**config.mk**
```make
export PLATFORM = sky130hd
export DESIGN_NAME = hog_frame_ctrl_flat
export DESIGN_NICKNAME = d
export VERILOG_FILES = /design/src/rtl/hog_frame_ctrl_if.sv /design/src/rtl/hog_frame_ctrl.sv /design/src/flat_wrapper.sv
export SDC_FILE = /design/constraint.sdc
export NUM_CORES = 1
export LEC_CHECK = 0
export CORE_AREA = 2 2 456 458
export DETAILED_ROUTE_END_ITERATION = 10
export DIE_AREA = 0 0 458 460
export DONT_BUFFER_PORTS = 1
export GPL_TIMING_DRIVEN = 0
export MAX_ROUTING_LAYER = met4
export PLACE_DENSITY = 0.3
export SYNTH_ARGS = -nofsm -noshare
export SYNTH_HDL_FRONTEND = slang
export SYNTH_SLANG_ARGS = --single-unit
```
**constraint.sdc**
```tcl
create_clock -name clk -period 1.99 [get_ports clk]
set_input_delay 0.0995 -clock clk [delete_from_list [all_inputs] [get_ports clk]]
set_output_delay 0.0995 -clock clk [all_outputs]
set_load 0.02 [all_outputs]
```
**src/rtl/hog_frame_ctrl_if.sv**
```systemverilog
// Row stream handshake between the frame source and hog_frame_ctrl.
// The source presents one full row per beat; the controller accepts it when row_ready is high.
interface hog_frame_ctrl_if #(
  parameter int ROW_W = 560
) ();
  logic             row_valid;
  logic             row_ready;
  logic [ROW_W-1:0] row_data;

  modport master (output row_valid, output row_data, input row_ready);
  modport slave  (input row_valid, input row_data, output row_ready);
endinterface

```
**src/rtl/hog_frame_ctrl.sv**
```systemverilog
// Frame sequencer for the denoise/HOG/sqrt pipeline: pipeline reset, bubble-free row load,
// zero-row flush, then drain with output-beat counting, timeout and underrun detection.
module hog_frame_ctrl #(
  parameter int PIX_W        = 8,
  parameter int ROW_PIX      = 70,
  parameter int N_ROWS       = 160,
  parameter int FLUSH_CYC    = 4,
  parameter int OUT_CNT      = 8480,
  parameter int TIMEOUT      = 1024,
  parameter int PIPE_RST_CYC = 2
) (
  input  logic                     clk,
  input  logic                     rst_n,
  input  logic                     start,
  input  logic                     mode_in,
  hog_frame_ctrl_if.slave          src,
  output logic                     pipe_rst_n,
  output logic                     pipe_mode,
  output logic [PIX_W*ROW_PIX-1:0] pipe_pixel,
  input  logic                     pipe_valid,
  output logic                     busy,
  output logic                     done,
  output logic                     err,
  output logic [1:0]               err_code,
  output logic [7:0]               rows_in,
  output logic [15:0]              outs_seen
);

  localparam int CNT_MAX0 = (TIMEOUT > FLUSH_CYC) ? TIMEOUT : FLUSH_CYC;
  localparam int CNT_MAX  = (CNT_MAX0 > PIPE_RST_CYC) ? CNT_MAX0 : PIPE_RST_CYC;
  localparam int CNT_W    = $clog2(CNT_MAX) + 1;

  typedef enum logic [2:0] {
    IDLE,
    PRST,
    LOAD,
    FLUSH,
    DRAIN,
    DONE,
    ERR
  } state_t;

  state_t           state;
  state_t           next;
  logic [CNT_W-1:0] cnt;
  logic             accept;
  logic             counting;

  assign accept   = (state == LOAD) && src.row_valid;
  assign counting = (state == LOAD) || (state == FLUSH) || (state == DRAIN);

  always_ff @(posedge clk) begin
    if (!rst_n) begin
      state <= IDLE;
      cnt   <= '0;
    end else begin
      state <= next;
      // cnt measures time spent in the current state; restarts on every transition
      cnt   <= (next != state) ? '0 : cnt + 1'b1;
    end
  end

  always_comb begin
    next = state;
    unique case (state)
      IDLE:  if (start) next = PRST;
      PRST:  if (cnt == CNT_W'(PIPE_RST_CYC - 1)) next = LOAD;
      LOAD: begin
        if (!src.row_valid)                 next = ERR;
        else if (rows_in == 8'(N_ROWS - 1)) next = FLUSH;
      end
      FLUSH: if (cnt == CNT_W'(FLUSH_CYC - 1)) next = DRAIN;
      DRAIN: begin
        if (outs_seen >= 16'(OUT_CNT))         next = DONE;
        else if (cnt == CNT_W'(TIMEOUT - 1))   next = ERR;
      end
      DONE:    next = IDLE;
      ERR:     next = IDLE;
      default: next = IDLE;
    endcase
  end

  // Outputs are registered from the next state so they line up with the state they describe.
  always_ff @(posedge clk) begin
    if (!rst_n) begin
      src.row_ready <= 1'b0;
      pipe_rst_n    <= 1'b0;
      pipe_mode     <= 1'b0;
      pipe_pixel    <= '0;
      busy          <= 1'b0;
      done          <= 1'b0;
      err           <= 1'b0;
      err_code      <= 2'd0;
      rows_in       <= '0;
      outs_seen     <= '0;
    end else begin
      src.row_ready <= (next == LOAD);
      pipe_rst_n    <= (next == LOAD) || (next == FLUSH) || (next == DRAIN);
      busy          <= (next != IDLE);
      done          <= (next == DONE);
      pipe_pixel    <= accept ? src.row_data : '0;

      if ((state == IDLE) && start) begin
        pipe_mode <= mode_in;
        rows_in   <= '0;
        outs_seen <= '0;
        err       <= 1'b0;
        err_code  <= 2'd0;
      end else begin
        if (accept) rows_in <= rows_in + 8'd1;
        if (counting && pipe_valid && (outs_seen < 16'(OUT_CNT)))
          outs_seen <= outs_seen + 16'd1;
        if ((next == ERR) && (state != ERR)) begin
          err      <= 1'b1;
          err_code <= (state == LOAD) ? 2'd1 : 2'd2;
        end
      end
    end
  end

endmodule

```
**src/flat_wrapper.sv**
```systemverilog
// flat-port wrapper written by rule: the top's interface ports become plain ports
module hog_frame_ctrl_flat 
#(
  parameter int PIX_W        = 8,
  parameter int ROW_PIX      = 70,
  parameter int N_ROWS       = 160,
  parameter int FLUSH_CYC    = 4,
  parameter int OUT_CNT      = 8480,
  parameter int TIMEOUT      = 1024,
  parameter int PIPE_RST_CYC = 2
)
  (clk, rst_n, start, mode_in, pipe_rst_n, pipe_mode, pipe_pixel, pipe_valid, busy, done, err, err_code, rows_in, outs_seen, src_row_valid, src_row_data, src_row_ready);
  hog_frame_ctrl_if #(.ROW_W((PIX_W * ROW_PIX))) src_i ();
  input  logic clk;
  input  logic rst_n;
  input  logic start;
  input  logic mode_in;
  output logic pipe_rst_n;
  output logic pipe_mode;
  output logic [PIX_W*ROW_PIX-1:0] pipe_pixel;
  input  logic pipe_valid;
  output logic busy;
  output logic done;
  output logic err;
  output logic [1:0] err_code;
  output logic [7:0] rows_in;
  output logic [15:0] outs_seen;
  input wire logic [$bits(src_i.row_valid)-1:0] src_row_valid;
  input wire logic [$bits(src_i.row_data)-1:0] src_row_data;
  output wire logic [$bits(src_i.row_ready)-1:0] src_row_ready;
  assign src_i.row_valid = src_row_valid;
  assign src_i.row_data = src_row_data;
  assign src_row_ready = src_i.row_ready;
  hog_frame_ctrl #(.PIX_W(PIX_W), .ROW_PIX(ROW_PIX), .N_ROWS(N_ROWS), .FLUSH_CYC(FLUSH_CYC), .OUT_CNT(OUT_CNT), .TIMEOUT(TIMEOUT), .PIPE_RST_CYC(PIPE_RST_CYC)) u_core (.clk(clk), .rst_n(rst_n), .start(start), .mode_in(mode_in), .src(src_i), .pipe_rst_n(pipe_rst_n), .pipe_mode(pipe_mode), .pipe_pixel(pipe_pixel), .pipe_valid(pipe_valid), .busy(busy), .done(done), .err(err), .err_code(err_code), .rows_in(rows_in), .outs_seen(outs_seen));
endmodule
```
==> results.py, run 1 <==
metrics = {
    "global_routing": {
        "grtUsageTotal": 0.138,
        "grt.busiest_layer": "met2",
        "met1_usage": 0.129,
        "grt_max_degree": 13,
        "grt_pass1_vias": 16600,
        "grt-ovfl-total": 0,
        "use_met2": 0.236,
        "grt_pass1_wl_um": 182000,
        "antenna_found_initial": 126,
        "met3_usage": 0.0615,
    },
    "floorplan": {
        "row_count": 167,
        "start_util": 0.0845,
        "io_pins": 1158,
        "dieArea_sq_mm": 0.211,
        "fp.dieH_um": 460,
        "die_w_um": 458,
        "core_sq_mm": 0.206,
    },
    "hold_path": {
        "min_path_type": "input port to register",
    },
    "logic_synthesis": {
        "yosys_warnings": 0,
        "async_flop_share": 0,
        "synth_xor_area_frac": 0.0116,
        "synth_area_leaders": "dfxtp_1 (70%), and3_1 (20%), clkbuf_1 (2.8%), xnor2_1 (0.75%), nor2_1 (0.71%)",
        "synth_edf_count": 0,
        "postSynthCellCount": 1498,
        "yosysSeqAreaShare": 0.697,
        "syn_area_sq_mm": 0.0174,
        "synthMuxAreaShare": 0.00180,
        "synthSimpleGateAreaFrac": 0.241,
        "synth-compound-area-share": 0.0142,
        "ys.flop_type": "dfxtp_1",
        "synthAdderAreaFrac": 0.00359,
        "synth_cell_types": 49,
        "synth_top_family_by_area": "simple AND/OR/NAND/NOR gates",
        "syn-num-nets": 2069,
        "synth_top_cell_by_area": "dfxtp_1",
        "yosys.area.top_type_share": 0.697,
        "avgSynthCellArea_sq_um": 11.6,
        "ys_seq_elements": 606,
    },
    "critical_path": {
        "required_ns": 2.65,
        "slowest_delay_ns": 0.59,
        "cp_max_fo": 5,
        "crit_arrival_ns": 2.92,
        "crit_path_frequent_cell": "buf_6",
        "start_kind": "register",
        "cp_cell_sequence": "or4_4 -> o311ai_4 -> buf_6 -> a31oi_4 -> buf_6 -> or4_1 -> nor2_1",
        "crit_slowest_cell": "or4_4",
        "endpoint_kind": "register",
        "crit_type": "register to register",
    },
    "power_and_ir_drop": {
        "power_density_mw_per_mm2": 942,
        "p_leak_uw": 0.0135,
        "irDropWorstVdd_uv": 603,
    },
    "placement": {
        "io_buffers": 0,
        "hpwl_um": 123000,
        "placed_area_sq_mm": 0.0209,
        "place_congestion": 0.990,
        "post-place-ws_ns": -2.00,
    },
    "detailed_routing": {
        "num_vias": 16200,
        "ant_nets": 0,
        "dr.pass1.iters": 5,
        "drt_first_iter_violations": 1014,
        "viasPerCell": 3.15,
        "wl_per_cell_um": 28.7,
        "finalWirelength_um": 148000,
        "drcViolationCount": 0,
    },
    "sta": {
        "layout_min_cycle_time_ns": 2.26,
        "setup_viol": 28,
        "holdWs_ns": -0.0296,
        "rsz0062_at_grt": "true",
        "slew_headroom": 0.314,
        "worst_pin_slew_ns": 1.03,
        "period_share": 1.14,
        "fin_ws_ns": -0.270,
        "skew_ns": 0.0309,
        "hold_viol": 2,
        "max_freq_mhz": 443,
        "final_max_slew_viol_count": 0,
    },
    "cts": {
        "ctsHoldBuffers": 715,
        "cts-root-buf": "clkbuf_16",
        "insertion_delay_ns": 0.71,
        "numCtsBuffers": 75,
        "clk_path_buf_depth": 3,
        "tritoncts": "done",
        "htreeDepth": 3,
        "clk_pin_slew_ns": 0.06,
        "cts.sinks": 606,
    },
    "finish": {
        "multi_input_comb_area_sq_mm": 0.00519,
        "seq_area_sq_mm": 0.0122,
        "fill_cells": 22900,
        "nets": 2884,
        "area_growth_pct": 83.0,
        "design_area_sq_mm": 0.0318,
        "drive_gt1_frac": 0.143,
    },
    "job": {
        "maxCapViolations": 0,
    },
    "run_status": {
        "failed_checks": "hold timing, setup timing",
        "outcome": "finished with violations",
    },
}
-- per-stage QoR --
| stage | cells | setup TNS, ns | util | power, uW |
|---|---|---|---|---|
| after global routing | 5139 | -6.00 | 0.154 | 31100 |
| after detailed placement | 4204 | -647.04 | 0.101 | 13800 |
| after floorplan | 1498 | -0.122 | - | 13300 |
| after global placement | 4202 | -1271.92 | 0.101 | 13800 |
| final | 5150 | -3.79 | 0.155 | 30000 |
| after CTS | 5068 | -9.88 | 0.152 | 30500 |
-- worst max-delay path: cells and delay by family (launching register included) --
family,cells,cell delay [ns]
buffers and inverters,2,0.32
and+or+nand+nor,3,1.17
DFF,1,0.39
AOI/OAI and AO/OA,2,0.35
-- cells in the mapped netlist, types with 2 or more instances --
cell / number
dfxtp_1: 606
and3_1: 566
clkbuf_1: 132
nor2_1: 33
nand2_1: 19
xnor2_1: 15
or4_1: 12
nand3_1: 10
nand4_1: 10
inv_1: 8
nor4_1: 8
xor2_1: 8
a21oi_1: 5
and2_1: 5
ha_1: 5
nor3_1: 5
o21ai_0: 4
nor4b_1: 3
o211ai_1: 3
o31a_1: 3
a31oi_1: 2
buf_2: 2
mux2i_1: 2
nor2b_1: 2
nor3b_1: 2
nor4bb_1: 2
o211a_1: 2
or2_2: 2
or3_1: 2
-- cell type report --
class,instances,area share
sequential,606,0.382
timing repair buffer,742,0.234
multi-input combinational,750,0.163
tap,2704,0.106
clock buffer,101,0.0652
buffer,130,0.0254
clock inverter,34,0.0176
antenna,75,0.00589
inverter,8,0.000943
-- power breakdown --
| group | leakage, uW | total (uW) | internal, uW | switching, uW |
|---|---|---|---|---|
| combinational | 0.00733 | 2430 | 1280 | 1150 |
| sequential | 0.00489 | 12700 | 12300 | 381 |
| clock | 0.00127 | 14900 | 8640 | 6250 |
| total | 0.0135 | 30000 | 22200 | 7780 |
-- final timing paths --
check                       start                    to  slack [ns]  depth (start not counted)
max          u_core.outs_seen[10]         u_core.cnt[1]       -0.27                          7
min                         start       u_core.state[0]       -0.03                          5
max reg2reg  u_core.outs_seen[10]         u_core.cnt[1]       -0.27                          7
min reg2reg  u_core.outs_seen[10]  u_core.outs_seen[11]        0.58                          2
-- state kept, by name, indices dropped and copies added, names as in the netlist --
name	cells
u_core.pipe_mode	1
u_core.done	1
u_core.state	3
u_core.cnt	11
u_core.pipe_pixel	560
u_core.busy	1
u_core.rows_in	8
u_core.err	1
u_core.src.row_ready	1
u_core.err_code	2
u_core.outs_seen	16
u_core.pipe_rst_n	1
-- cells in the final DEF, fill, tap and decap left out, drive strengths merged, types with 6 or more instances in the layout --
| master | count |
|---|---|
| and3 | 566 |
| nor2 | 33 |
| nand3 | 10 |
| nand4 | 10 |
| nor4 | 8 |
| xor2 | 8 |
| bufinv | 9 |
| dlygate4sd3 | 715 |
| or4 | 13 |
| dfxtp | 606 |
| inv | 13 |
| nor3 | 6 |
| xnor2 | 15 |
| clkbuf | 216 |
| clkinv | 16 |
| nand2 | 19 |
| diode | 75 |
| buf | 42 |
-- what timing repair did --
item / CTS / global route
pin swaps: 17 / 15
gates resized for setup: 216 / 101
setup buffers: 15 / 8
setup endpoints to repair: 602 / 207
hold endpoints to repair: 582 / 3
gates cloned: 2 / 0
-- per-layer routing --
layer,wire length [um],up-vias,share of wire
met4,7680,0,0.052
met1,49900,7728,0.34
met3,16300,337,0.11
li1,-,6935,-
met2,73700,1226,0.50
met5,0,-,0
-- logic make-up (layout without fill, tap and decap cells) --
kind of cell,after synthesis,after routing
buffers and inverters,142,1015
other,0,75
adder cells (fa/ha/maj),5,5
AO/OA/AOI/OAI,32,32
XOR/XNOR,23,23
flip-flops,606,606
multiplexers,3,3
AND/OR/NAND/NOR,687,687
Power figures use the tool's default switching activity.
==> inputs of run 2 (changes only) <==
Settings changed: CORE_AREA 2 2 456 458 to 2 2 452 454, CTS_CLUSTER_DIAMETER set to 100, DIE_AREA 0 0 458 460 to 0 0 454 456, SKIP_CTS_REPAIR_TIMING set to 1.
==> run 2 against run 1 <==
Effect of this change:
- the run ends with setup timing left
- clock-buffer cell count decreased by 5
- sequential share of layout area increased by 2.1 points
- combinational power decreased by 12%
- fmax decreased by 5.1%
==> results.py, run 2 (same netlist as run 1, synthesis figures left out) <==
metrics = {
    "sta": {
        "rsz0062_at_grt": "true",
        "final_max_slew_viol_count": 0,
        "worst_pin_slew_ns": 1.16,
        "hold_viol": 0,
        "slew_headroom": 0.228,
        "fin_ws_ns": -0.390,
        "setup_viol": 29,
        "max_freq_mhz": 420,
        "skew_ns": 0.0353,
        "period_share": 1.20,
        "holdWs_ns": 0.0592,
        "layout_min_cycle_time_ns": 2.38,
    },
    "placement": {
        "hpwl_um": 117000,
        "io_buffers": 0,
        "dp_cells": 4171,
        "place_congestion": 0.873,
    },
    "global_routing": {
        "grt-ovfl-total": 0,
        "grt_pass1_wl_um": 162000,
        "grt_pass1_vias": 12300,
        "grt_max_degree": 14,
        "antenna_found_initial": 138,
        "grtUsageTotal": 0.129,
    },
    "floorplan": {
        "dieArea_sq_mm": 0.207,
        "die_w_um": 454,
        "start_util": 0.0863,
        "io_pins": 1158,
        "core_sq_mm": 0.202,
        "row_count": 165,
        "fp.dieH_um": 456,
    },
    "finish": {
        "area_growth_pct": 73.3,
        "largest_register_ff_count": 560,
        "fill_cells": 22500,
        "layout_common_cells": "dfxtp_1 (597), dlygate4sd3_1 (565), and3_1 (518)",
        "nets": 2730,
        "largest-register": "u_core.pipe_pixel",
        "drive_gt1_frac": 0.141,
        "final_cells": 4967,
        "reg.largest.list": "u_core.pipe_pixel x560, u_core.outs_seen x16, u_core.cnt x11",
        "final_common_cell": "dfxtp_1",
    },
    "critical_path": {
        "endpoint_kind": "register",
        "crit_type": "register to register",
        "crit_arrival_ns": 3.01,
        "timing.rr.start": "u_core.outs_seen[9]",
        "start_kind": "register",
        "required_ns": 2.62,
        "cp_max_fo": 6,
        "r2r_cells": 7,
        "reg2reg_to": "u_core.cnt[3]",
        "timing.reg2reg.setup_slack_ns": -0.39,
    },
    "run_status": {
        "failed_checks": "setup timing",
        "outcome": "finished with violations",
    },
    "cts": {
        "htreeDepth": 3,
        "numCtsBuffers": 77,
        "clk_path_buf_depth": 3,
        "cts-root-buf": "clkbuf_16",
        "tritoncts": "done",
        "insertion_delay_ns": 0.69,
        "cts.sinks": 606,
        "clk_pin_slew_ns": 0.07,
    },
    "hold_path": {
        "holdPathEnd": "u_core.pipe_pixel[334]",
        "min_from": "src_row_data[334]",
        "min_path_cells": 2,
        "min_path_type": "input port to register",
    },
    "detailed_routing": {
        "wl_per_cell_um": 27.8,
        "drt_first_iter_violations": 939,
        "finalWirelength_um": 138000,
        "num_vias": 15000,
        "dr.pass1.iters": 5,
        "ant_nets": 0,
        "viasPerCell": 3.03,
        "drcViolationCount": 0,
    },
    "power_and_ir_drop": {
        "irDropWorstVdd_uv": 577,
        "power_density_mw_per_mm2": 986,
        "p_leak_uw": 0.0129,
    },
    "job": {
        "maxCapViolations": 0,
    },
}
run 2: cell types whose count changed in the layout (fill, tap and decap cells not counted), sizes merged:
| cell | before | now |
|---|---|---|
| clkbuf | 216 | 201 |
| clkdlybuf4s15 | 0 | 1 |
| inv | 13 | 15 |
| clkinvlp | 4 | 7 |
| buf | 42 | 45 |
| clkinv | 16 | 23 |
| bufinv | 9 | 7 |
| dlygate4sd3 | 715 | 565 |
run 2: critical path, stage by stage (launching register included):
cell and delay [ns]:
dfxtp_4 0.39, or4_4 0.58, o311ai_4 0.40, a31oi_4 0.15, buf_6 0.16, buf_4 0.13, or4_1 0.40, nor2_1 0.10
run 2: per-stage QoR:
step                       util  setup TNS, ns  worst slack, ns  total power, uW  cell area [sq um]
after CTS                 0.116        -450.21            -1.46            29000              23500
final                     0.150          -5.98           -0.390            29700              30200
after global placement    0.103       -1185.71            -3.47            13800              20800
after floorplan               -         -0.122          -0.0608            13300              17400
after detailed placement  0.103        -437.99            -1.43            13800              20800
after global routing      0.149          -7.97           -0.429            31000              30100
run 2: worst max path at each step:
stage	startpoint	endpoint	slack (ns)	cells after the start
finish	u_core.outs_seen[9]	u_core.cnt[3]	-0.39	7
floorplan	u_core.outs_seen[10]	u_core.cnt[1]	-0.06	6
CTS	u_core.state[1]	u_core.pipe_pixel[425]	-1.46	7
global route	u_core.outs_seen[9]	u_core.cnt[7]	-0.43	7
global placement	u_core.state[1]	u_core.pipe_pixel[248]	-3.47	6
detailed placement	u_core.state[1]	u_core.pipe_pixel[425]	-1.43	7
run 2: layer usage:
| layer | track usage | wire, um |
|---|---|---|
| met5 | - | 0 |
| met3 | 0.0496 | 10400 |
| met1 | 0.113 | 45600 |
| met2 | 0.248 | 77200 |
| met4 | 0.0403 | 4990 |
run 2: cell type report:
type	count	area [sq um]	share of cell area
Multi-Input combinational cell	750	5110	0.169
Buffer	132	769	0.0255
Tap cell	2672	3340	0.111
Timing Repair Buffer	584	5880	0.195
Antenna cell	75	188	0.00622
Inverter	8	30.0	0.000995
Clock inverter	44	576	0.0191
Clock buffer	96	2120	0.0702
Sequential cell	606	12200	0.403
run 2: power by group:
group          internal [uW]  switching, uW  total [uW]
Combinational           1090           1040        2130
Clock                   8630           6310       14900
Sequential             12300            365       12700
Total                  22000           7710       29700
